===== src/rtl/ds_pkg.sv =====
// Shared constants and interpolator state encoding for the delta-sigma DAC path
// (used by the interpolator RTL and by the modulator bench).
package ds_pkg;
  localparam int DS_D_W = 16;
  localparam logic [DS_D_W-1:0] DS_MIDSCALE = 16'h8000;

  typedef enum logic [1:0] {
    IDLE = 2'd0,
    RAMP = 2'd1,
    HOLD = 2'd2
  } interp_state_e;
endpackage


===== src/rtl/ds_lin_interp.sv =====
// Linear interpolator feeding the delta-sigma modulator: one output sample per clock,
// ramping over 2^L_LOG2 clocks. Define LIN_INTERP_ROUND_EN for rounded (vs truncated) output.
module ds_lin_interp
  import ds_pkg::*;
#(
  parameter int D_W    = DS_D_W,
  parameter int L_LOG2 = 4
) (
  input  logic           clk,
  input  logic           rst,
  input  logic           in_valid,
  input  logic [D_W-1:0] in_data,
  output logic           in_ready,
  output logic [D_W-1:0] out_data,
  output logic           out_strobe,
  output logic           underrun
);
  localparam int AW = D_W + L_LOG2;
  localparam logic [D_W-1:0] MID = {1'b1, {(D_W-1){1'b0}}};

  interp_state_e          state_reg;
  logic [AW-1:0]          acc_reg;
  logic signed [D_W:0]    step_reg;
  logic [D_W-1:0]         target_reg;
  logic [L_LOG2-1:0]      phase_reg;
  logic                   underrun_reg;
  logic [D_W-1:0]         out_data_reg;
  logic                   out_strobe_reg;

  logic                   last_phase;
  logic                   accept;
  logic signed [D_W:0]    step_next;
  logic [AW-1:0]          step_ext;
  logic [AW-1:0]          acc_next;
  logic [D_W-1:0]         out_next;

  assign last_phase = &phase_reg;
  assign in_ready   = !rst && (state_reg == IDLE || state_reg == HOLD ||
                               (state_reg == RAMP && last_phase));
  assign accept     = in_valid && in_ready;
  assign step_next  = $signed({1'b0, in_data}) - $signed({1'b0, target_reg});
  // step_reg is signed, so widening sign-extends; the unsigned add then wraps correctly.
  assign step_ext   = AW'(step_reg);

  always_comb begin
    acc_next = acc_reg;
    if (accept) begin
      acc_next = {target_reg, {L_LOG2{1'b0}}};
    end else if (state_reg == RAMP) begin
      acc_next = acc_reg + step_ext;
    end
  end

`ifdef LIN_INTERP_ROUND_EN
  localparam logic [AW:0] ROUND_HALF = (AW + 1)'(1) << (L_LOG2 - 1);
  logic [D_W:0] rounded_hi;
  assign rounded_hi = (D_W + 1)'(({1'b0, acc_next} + ROUND_HALF) >> L_LOG2);
  assign out_next   = rounded_hi[D_W] ? {D_W{1'b1}} : rounded_hi[D_W-1:0];
`else
  assign out_next = acc_next[AW-1:L_LOG2];
`endif

  // Output is registered from acc_next so it reflects the accumulator after this edge.
  always_ff @(posedge clk) begin
    if (rst) begin
      state_reg      <= IDLE;
      acc_reg        <= {MID, {L_LOG2{1'b0}}};
      step_reg       <= '0;
      target_reg     <= MID;
      phase_reg      <= '0;
      underrun_reg   <= 1'b0;
      out_data_reg   <= MID;
      out_strobe_reg <= 1'b0;
    end else begin
      acc_reg        <= acc_next;
      out_data_reg   <= out_next;
      out_strobe_reg <= accept;
      if (accept) begin
        step_reg   <= step_next;
        target_reg <= in_data;
        phase_reg  <= '0;
        state_reg  <= RAMP;
      end else if (state_reg == RAMP) begin
        phase_reg <= phase_reg + L_LOG2'(1);
        if (last_phase) begin
          state_reg    <= HOLD;
          underrun_reg <= 1'b1;
        end
      end
    end
  end

  assign out_data   = out_data_reg;
  assign out_strobe = out_strobe_reg;
  assign underrun   = underrun_reg;
endmodule


===== config.mk =====
export PLATFORM = sky130hd
export DESIGN_NAME = ds_lin_interp
export DESIGN_NICKNAME = d
export VERILOG_FILES = /design/src/rtl/ds_pkg.sv /design/src/rtl/ds_lin_interp.sv
export SDC_FILE = /design/constraint.sdc
export NUM_CORES = 1
export LEC_CHECK = 0
export BUFFER_PORTS_ARGS = -buffer_cell sky130_fd_sc_hd__buf_4
export CAP_MARGIN = 20
export CORE_MARGIN = 5
export CORE_UTILIZATION = 48
export DETAILED_ROUTE_END_ITERATION = 16
export PLACE_DENSITY = 0.77
export SLEW_MARGIN = 40
export SYNTH_ARGS = -nofsm -noshare
export SYNTH_HDL_FRONTEND = slang
export SYNTH_SLANG_ARGS = --single-unit

===== constraint.sdc =====
create_clock -name clk -period 2.1 [get_ports clk]
set_clock_uncertainty 0.05 [all_clocks]
set_input_delay 0.21 -clock clk [delete_from_list [all_inputs] [get_ports clk]]
set_output_delay 0.21 -clock clk [all_outputs]
set_load 0.05 [all_outputs]

==> results of run 1 <==
-- logic make-up (layout without fill, tap and decap cells) --
| kind of cell | Yosys count | after routing | share of synthesized area [%] |
|---|---|---|---|
| mux | 1 | 1 | 0.256 |
| simple gates | 135 | 135 | 16.8 |
| xor+xnor | 26 | 26 | 5.83 |
| buf+inv | 62 | 157 | 7.50 |
| fa+ha+maj | 38 | 38 | 12.6 |
| compound gates | 152 | 152 | 25.8 |
| flops | 61 | 61 | 31.3 |
-- where the power goes --
group / total [mW] / internal (mW) / switching (mW) / leakage (nW)
Sequential: 1.34 / 1.25 / 0.0834 / 0.506
Clock: 1.30 / 0.821 / 0.476 / 0.121
Combinational: 1.19 / 0.545 / 0.648 / 1.65
Total: 3.82 / 2.62 / 1.21 / 2.28
-- stage by stage --
stage / utilization [%] / instances / setup TNS [ps]
finish: 69.1 / 672 / -642
global placement: 59.0 / 636 / -927
floorplan: - / 475 / -28.1
CTS: 64.8 / 659 / -401
detailed placement: 59.0 / 636 / -1650
global route: 69.1 / 672 / -2200
-- worst min-delay path by stage --
stage	slack, ps	startpoint	to	cells after the start
global route	20	in_data[6]	target_reg[6]$_SDFFE_PP0P_	3
global placement	370	in_data[11]	target_reg[11]$_SDFFE_PP0P_	3
CTS	20	in_data[12]	target_reg[12]$_SDFFE_PP0P_	3
floorplan	270	in_data[10]	target_reg[10]$_SDFFE_PP0P_	2
finish	20	in_data[6]	target_reg[6]$_SDFFE_PP0P_	3
detailed placement	370	in_data[12]	target_reg[12]$_SDFFE_PP0P_	3
-- routing by layer --
metal  global-route usage (%)  share of wire [%]  up-vias
li1                         -                  -     1875
met1                     28.7                 44     1870
met2                     36.5                 48      146
met3                     3.82                5.7       20
met4                     8.08                2.1        0
met5                        0                  0        -
-- synth_stat cells (all sizes together), types with 13 or more instances --
cell type and count:
buf 18, and3 16, inv 27, a21oi 41, nand2 47, xor2 13
dfxtp 61, ha 36, o21ai 42, clkbuf 16, xnor2 13, nor2 26
-- cell type report --
class | count | area share [%]
repair buffers | 113 | 16.5
clock buffers | 12 | 2.69
flip-flops and latches | 61 | 23.0
well taps | 102 | 2.36
clock inverters | 4 | 1.76
multi-input cells | 352 | 51.8
inverters | 28 | 1.95
-- timing repair --
item                                    CTS  global route
endpoints found under the setup margin   17            25
gates resized for setup                  38            53
setup buffers                             8            12
pin swaps                                23            32
cloned                                    0             1
-- worst max-delay path, stage by stage (launching register included) --
cell and delay, ps:
dfxtp_2 340, ha_4 250, a211oi_4 260, o21bai_2 140
a211oi_4 320, buf_4 170, a21oi_2 70, a31oi_2 200
xor2_1 190, o22ai_1 90
-- cell usage in the layout (no fill, tap or decap), types with 13 or more instances in the layout --
cell type,count
ha_1,21
nand2_1,47
dfxtp_2,15
o21ai_0,28
dfxtp_1,46
buf_4,105
inv_1,24
and3_1,13
ha_4,13
a21oi_1,35
nor2_1,25
xor2_1,13
==> results.yml, run 1 <==
clock_network:
  cts_tree: "done"
  clk_pin_slew_ps: 70
  cts_hold_buf: 0
  clk_path_buf_depth: 2
  root_buffer: "clkbuf_8"
  clkLatencyLatePin_ps: 350
  cts_buffers: 9
  htreeDepth: 3
  clock-sinks: 61
power_and_ir_drop:
  leakagePower_nw: 2.28
  p_total_mw: 3.82
  cellPowerDensity_nw_per_um2: 709
  peakVddDrop_v: 0.000451
synth:
  synth_ff_type: "dfxtp_1"
  ys_top_cells_by_area: "dfxtp_1, ha_1, a21oi_1, o21ai_0, nand2_1"
  synth_top_area_share_pct: 31.3
  ys_warn_count: 0
  ys_ff_latch: 61
  synthArstFlopShare_pct: 0
  synth_cell_types: 56
  avgSynthCellArea_um2: 8.22
  synth_edf_count: 0
  syn_area_um2: 3900
  synth_top_area_cell: "dfxtp_1"
  ys_seq_area_share_pct: 31.3
  syn_inst: 475
  syn_nets: 532
layout:
  diodes: 0
  drive_gt1_share_pct: 35.8
  largest_reg_flops: 20
  fin_nets: 622
  multi_input_area_um2: 2800
  num-fill-cells: 566
  syn2layout_area_growth_pct: 38.2
  ff_latch_area_um2: 1240
  final_area_um2: 5400
status:
  outcome: "finished with violations"
  violations: "negative setup slack"
die:
  die_area_um2: 10000
  fp.coreArea_um2: 7810
  die_x_um: 100
  initial_core_util_pct: 50.0
  dieHeight_um: 100
  rows: 32
  io_pins: 38
grt:
  grt_pass1_wl_um: 17800
  grt_usage_pct: 22.0
  grt_overflow_total: 0
  grt_max_degree: 35
  antenna_found_initial: 0
  grt_pass1_vias: 3758
setup_path:
  path_class: "reg -> reg"
  ff2ff_setup_slack_ps: -100
  ff2ff_path_depth: 9
  cp-end-kind: "register"
  r2r_start: "acc_reg[1]$_SDFFE_PP0P_"
  crit_start: "acc_reg[1]$_SDFFE_PP0P_"
  r2r-end: "acc_reg[13]$_SDFFE_PP0P_"
  critPathArrivalTime_ps: 2370
  cp_max_fo: 2
  worst_ep_required_time_ps: 2270
  cp-start-kind: "register"
  endpoint: "acc_reg[13]$_SDFFE_PP0P_"
sta:
  setup-violations-final: 10
  final.setup.worst_slack_ps: -102
  hold_violations: 0
  final_max_slew_viol_count: 0
  rsz0062_at_grt: "true"
  whs_ps: 17.4
  post-route-period-util_pct: 105
  tightest_slew_ps: 467
  min_period_ps: 2200
  slew_headroom_pct: 68.9
  max_freq_ghz: 0.454
routing:
  wire_per_inst_um: 17.4
  drc: 0
  ant_nets: 0
  drtIter0Drc: 194
  viasPerCell: 5.82
  wl_um: 11700
  vias: 3911
  firstDrtPassIters: 5
placement:
  gp_congestion: 0.934
  pre_cts_slack_ps: -219
  port_buffers: 37
  place_area_um2: 4610
  hpwl_um: 7720
job:
  drv_cap: 0
hold_path:
  hp-class: "in -> reg"
Power figures use the tool's default switching activity.
==> run 2, diff against run 1 <==
--- a/config.mk
+++ b/config.mk
@@ -7,7 +7,6 @@
 export LEC_CHECK = 0
 export BUFFER_PORTS_ARGS = -buffer_cell sky130_fd_sc_hd__buf_4
 export CAP_MARGIN = 20
-export CORE_MARGIN = 5
 export CORE_UTILIZATION = 48
 export DETAILED_ROUTE_END_ITERATION = 16
 export PLACE_DENSITY = 0.77
==> constraint.sdc (replaced) <==
create_clock -name clk -period 2.1 [get_ports clk]
set_clock_uncertainty 0.05 [all_clocks]
set_input_delay 0.42 -clock clk [delete_from_list [all_inputs] [get_ports clk]]
set_output_delay 0.42 -clock clk [all_outputs]
set_load 0.05 [all_outputs]
==> results.yml, run 2 (same netlist as run 1, synthesis figures left out) <==
status:
  outcome: "finished with violations"
  violations: "negative setup slack"
clock_network:
  htreeDepth: 3
  root_buffer: "clkbuf_8"
  cts_hold_buf: 0
  clkLatencyLatePin_ps: 360
  cts_tree: "done"
  clk_path_buf_depth: 2
  cts_buffers: 9
  clock-sinks: 61
  clk_pin_slew_ps: 70
grt:
  grt_pass1_wl_um: 17800
  grt_overflow_total: 0
  grt_usage_pct: 26.9
  antenna_found_initial: 0
  grt_max_degree: 27
  grt_pass1_vias: 3797
sta:
  min_period_ps: 2200
  tightest_slew_ps: 474
  hold_violations: 0
  slew_headroom_pct: 68.4
  setup-violations-final: 6
  post-route-period-util_pct: 105
  final_max_slew_viol_count: 0
  max_freq_ghz: 0.455
  rsz0062_at_grt: "true"
  final.setup.worst_slack_ps: -96.1
die:
  fp.coreArea_um2: 7810
  io_pins: 38
  initial_core_util_pct: 50.0
  dieHeight_um: 92.2
  rows: 32
  die_x_um: 92.2
  die_area_um2: 8500
routing:
  drc: 0
  viasPerCell: 5.80
  drtIter0Drc: 272
  vias: 3925
  wire_per_inst_um: 16.8
  firstDrtPassIters: 5
  ant_nets: 0
  wl_um: 11400
placement:
  place_area_um2: 4680
  post-place-cells: 645
  port_buffers: 37
  hpwl_um: 7660
  gp_congestion: 0.907
setup_path:
  cp_max_fo: 4
  worst_ep_required_time_ps: 2270
  crit_path_top_delay_cell: "a2111oi_4"
  crit_chain: "ha_4 > and3_4 > and3_1 > a211oi_4 > a2111oi_4 > a31oi_1 > xor2_1 > o22ai_1"
  cp-start-kind: "register"
  crit_path_max_incr_delay_ps: 470
  path_class: "reg -> reg"
  ff2ff_setup_slack_ps: -100
  critPathArrivalTime_ps: 2370
  cp-end-kind: "register"
layout:
  layout_commonest_cell: "buf_4"
  syn2layout_area_growth_pct: 37.8
  num-fill-cells: 579
  final_area_um2: 5380
  drive_gt1_share_pct: 37.0
  final_cell_mix: "buf_4, nand2_1, dfxtp_1"
  post-route-util_pct: 68.9
  diodes: 0
  largest_reg_flops: 20
  multi_input_area_um2: 2770
  fin_cells: 677
  fin_nets: 627
  ff_latch_area_um2: 1240
power_and_ir_drop:
  cellPowerDensity_nw_per_um2: 687
  leakagePower_nw: 2.30
  peakVddDrop_v: 0.000401
  p_total_mw: 3.70
hold_path:
  hp-class: "in -> reg"
job:
  drv_cap: 0
run 2: cell types whose count changed in the layout (fill, tap and decap cells not counted), moves of 3 or more:
cell | previous run | this run
buf_6 | 5 | 2
buf_4 | 105 | 115
o21ai_2 | 3 | 6
o21ai_1 | 10 | 7
run 2: worst max-delay path: cells and delay by family, from the launching register on:
kind,cells,cell delay [ps]
simple gates,2,380
xor+xnor,1,200
fa+ha+maj,1,280
flops,1,350
compound gates,4,800
run 2: metal layers:
| layer | vias up | wire [µm] | GRT usage, % |
|---|---|---|---|
| met5 | - | 0 | 0 |
| met4 | 0 | 260 | 10.7 |
| met3 | 27 | 746 | 6.30 |
| met2 | 146 | 5590 | 46.4 |
| met1 | 1867 | 4790 | 32.2 |
| li1 | 1885 | - | - |
run 2: power breakdown:
| part | internal [mW] | leakage (nW) | switching, mW |
|---|---|---|---|
| clock network | 0.668 | 0.107 | 0.497 |
| registers | 1.25 | 0.506 | 0.0823 |
| logic | 0.555 | 1.69 | 0.644 |
| total | 2.47 | 2.30 | 1.22 |
run 2: stage by stage:
step                      setup WS [ps]  setup TNS, ps  hold WS (ps)
after global placement             -293          -2140           393
after detailed placement           -393          -3250           405
after CTS                          -118           -296           207
final                             -96.1           -395           219
after global routing               -190          -1240           218
after floorplan                   -47.4          -78.4           379
run 2: worst paths after layout:
kind                           endpoint  depth (start not counted)                     start
min reg2reg       underrun$_SDFFE_PP0P_                          2     underrun$_SDFFE_PP0P_
max reg2reg    acc_reg[17]$_SDFFE_PP0P_                          8  step_reg[7]$_SDFFE_PP0P_
min          target_reg[9]$_SDFFE_PP0P_                          3                in_data[9]
max            acc_reg[17]$_SDFFE_PP0P_                          8  step_reg[7]$_SDFFE_PP0P_
run 2: final cells by class:
| type | count | area share, % |
|---|---|---|
| timing repair buffer | 118 | 16.8 |
| sequential | 61 | 23.1 |
| multi-input combinational | 352 | 51.5 |
| clock buffer | 10 | 2.37 |
| clock inverter | 6 | 1.60 |
| tap | 102 | 2.37 |
| inverter | 28 | 2.19 |
run 2: what timing repair did:
item                       4_1_cts  5_1_grt
gates resized for setup         43       44
cloned                           0        0
setup endpoints to repair       16       24
setup buffers                    6       11
pin swaps                       19       28
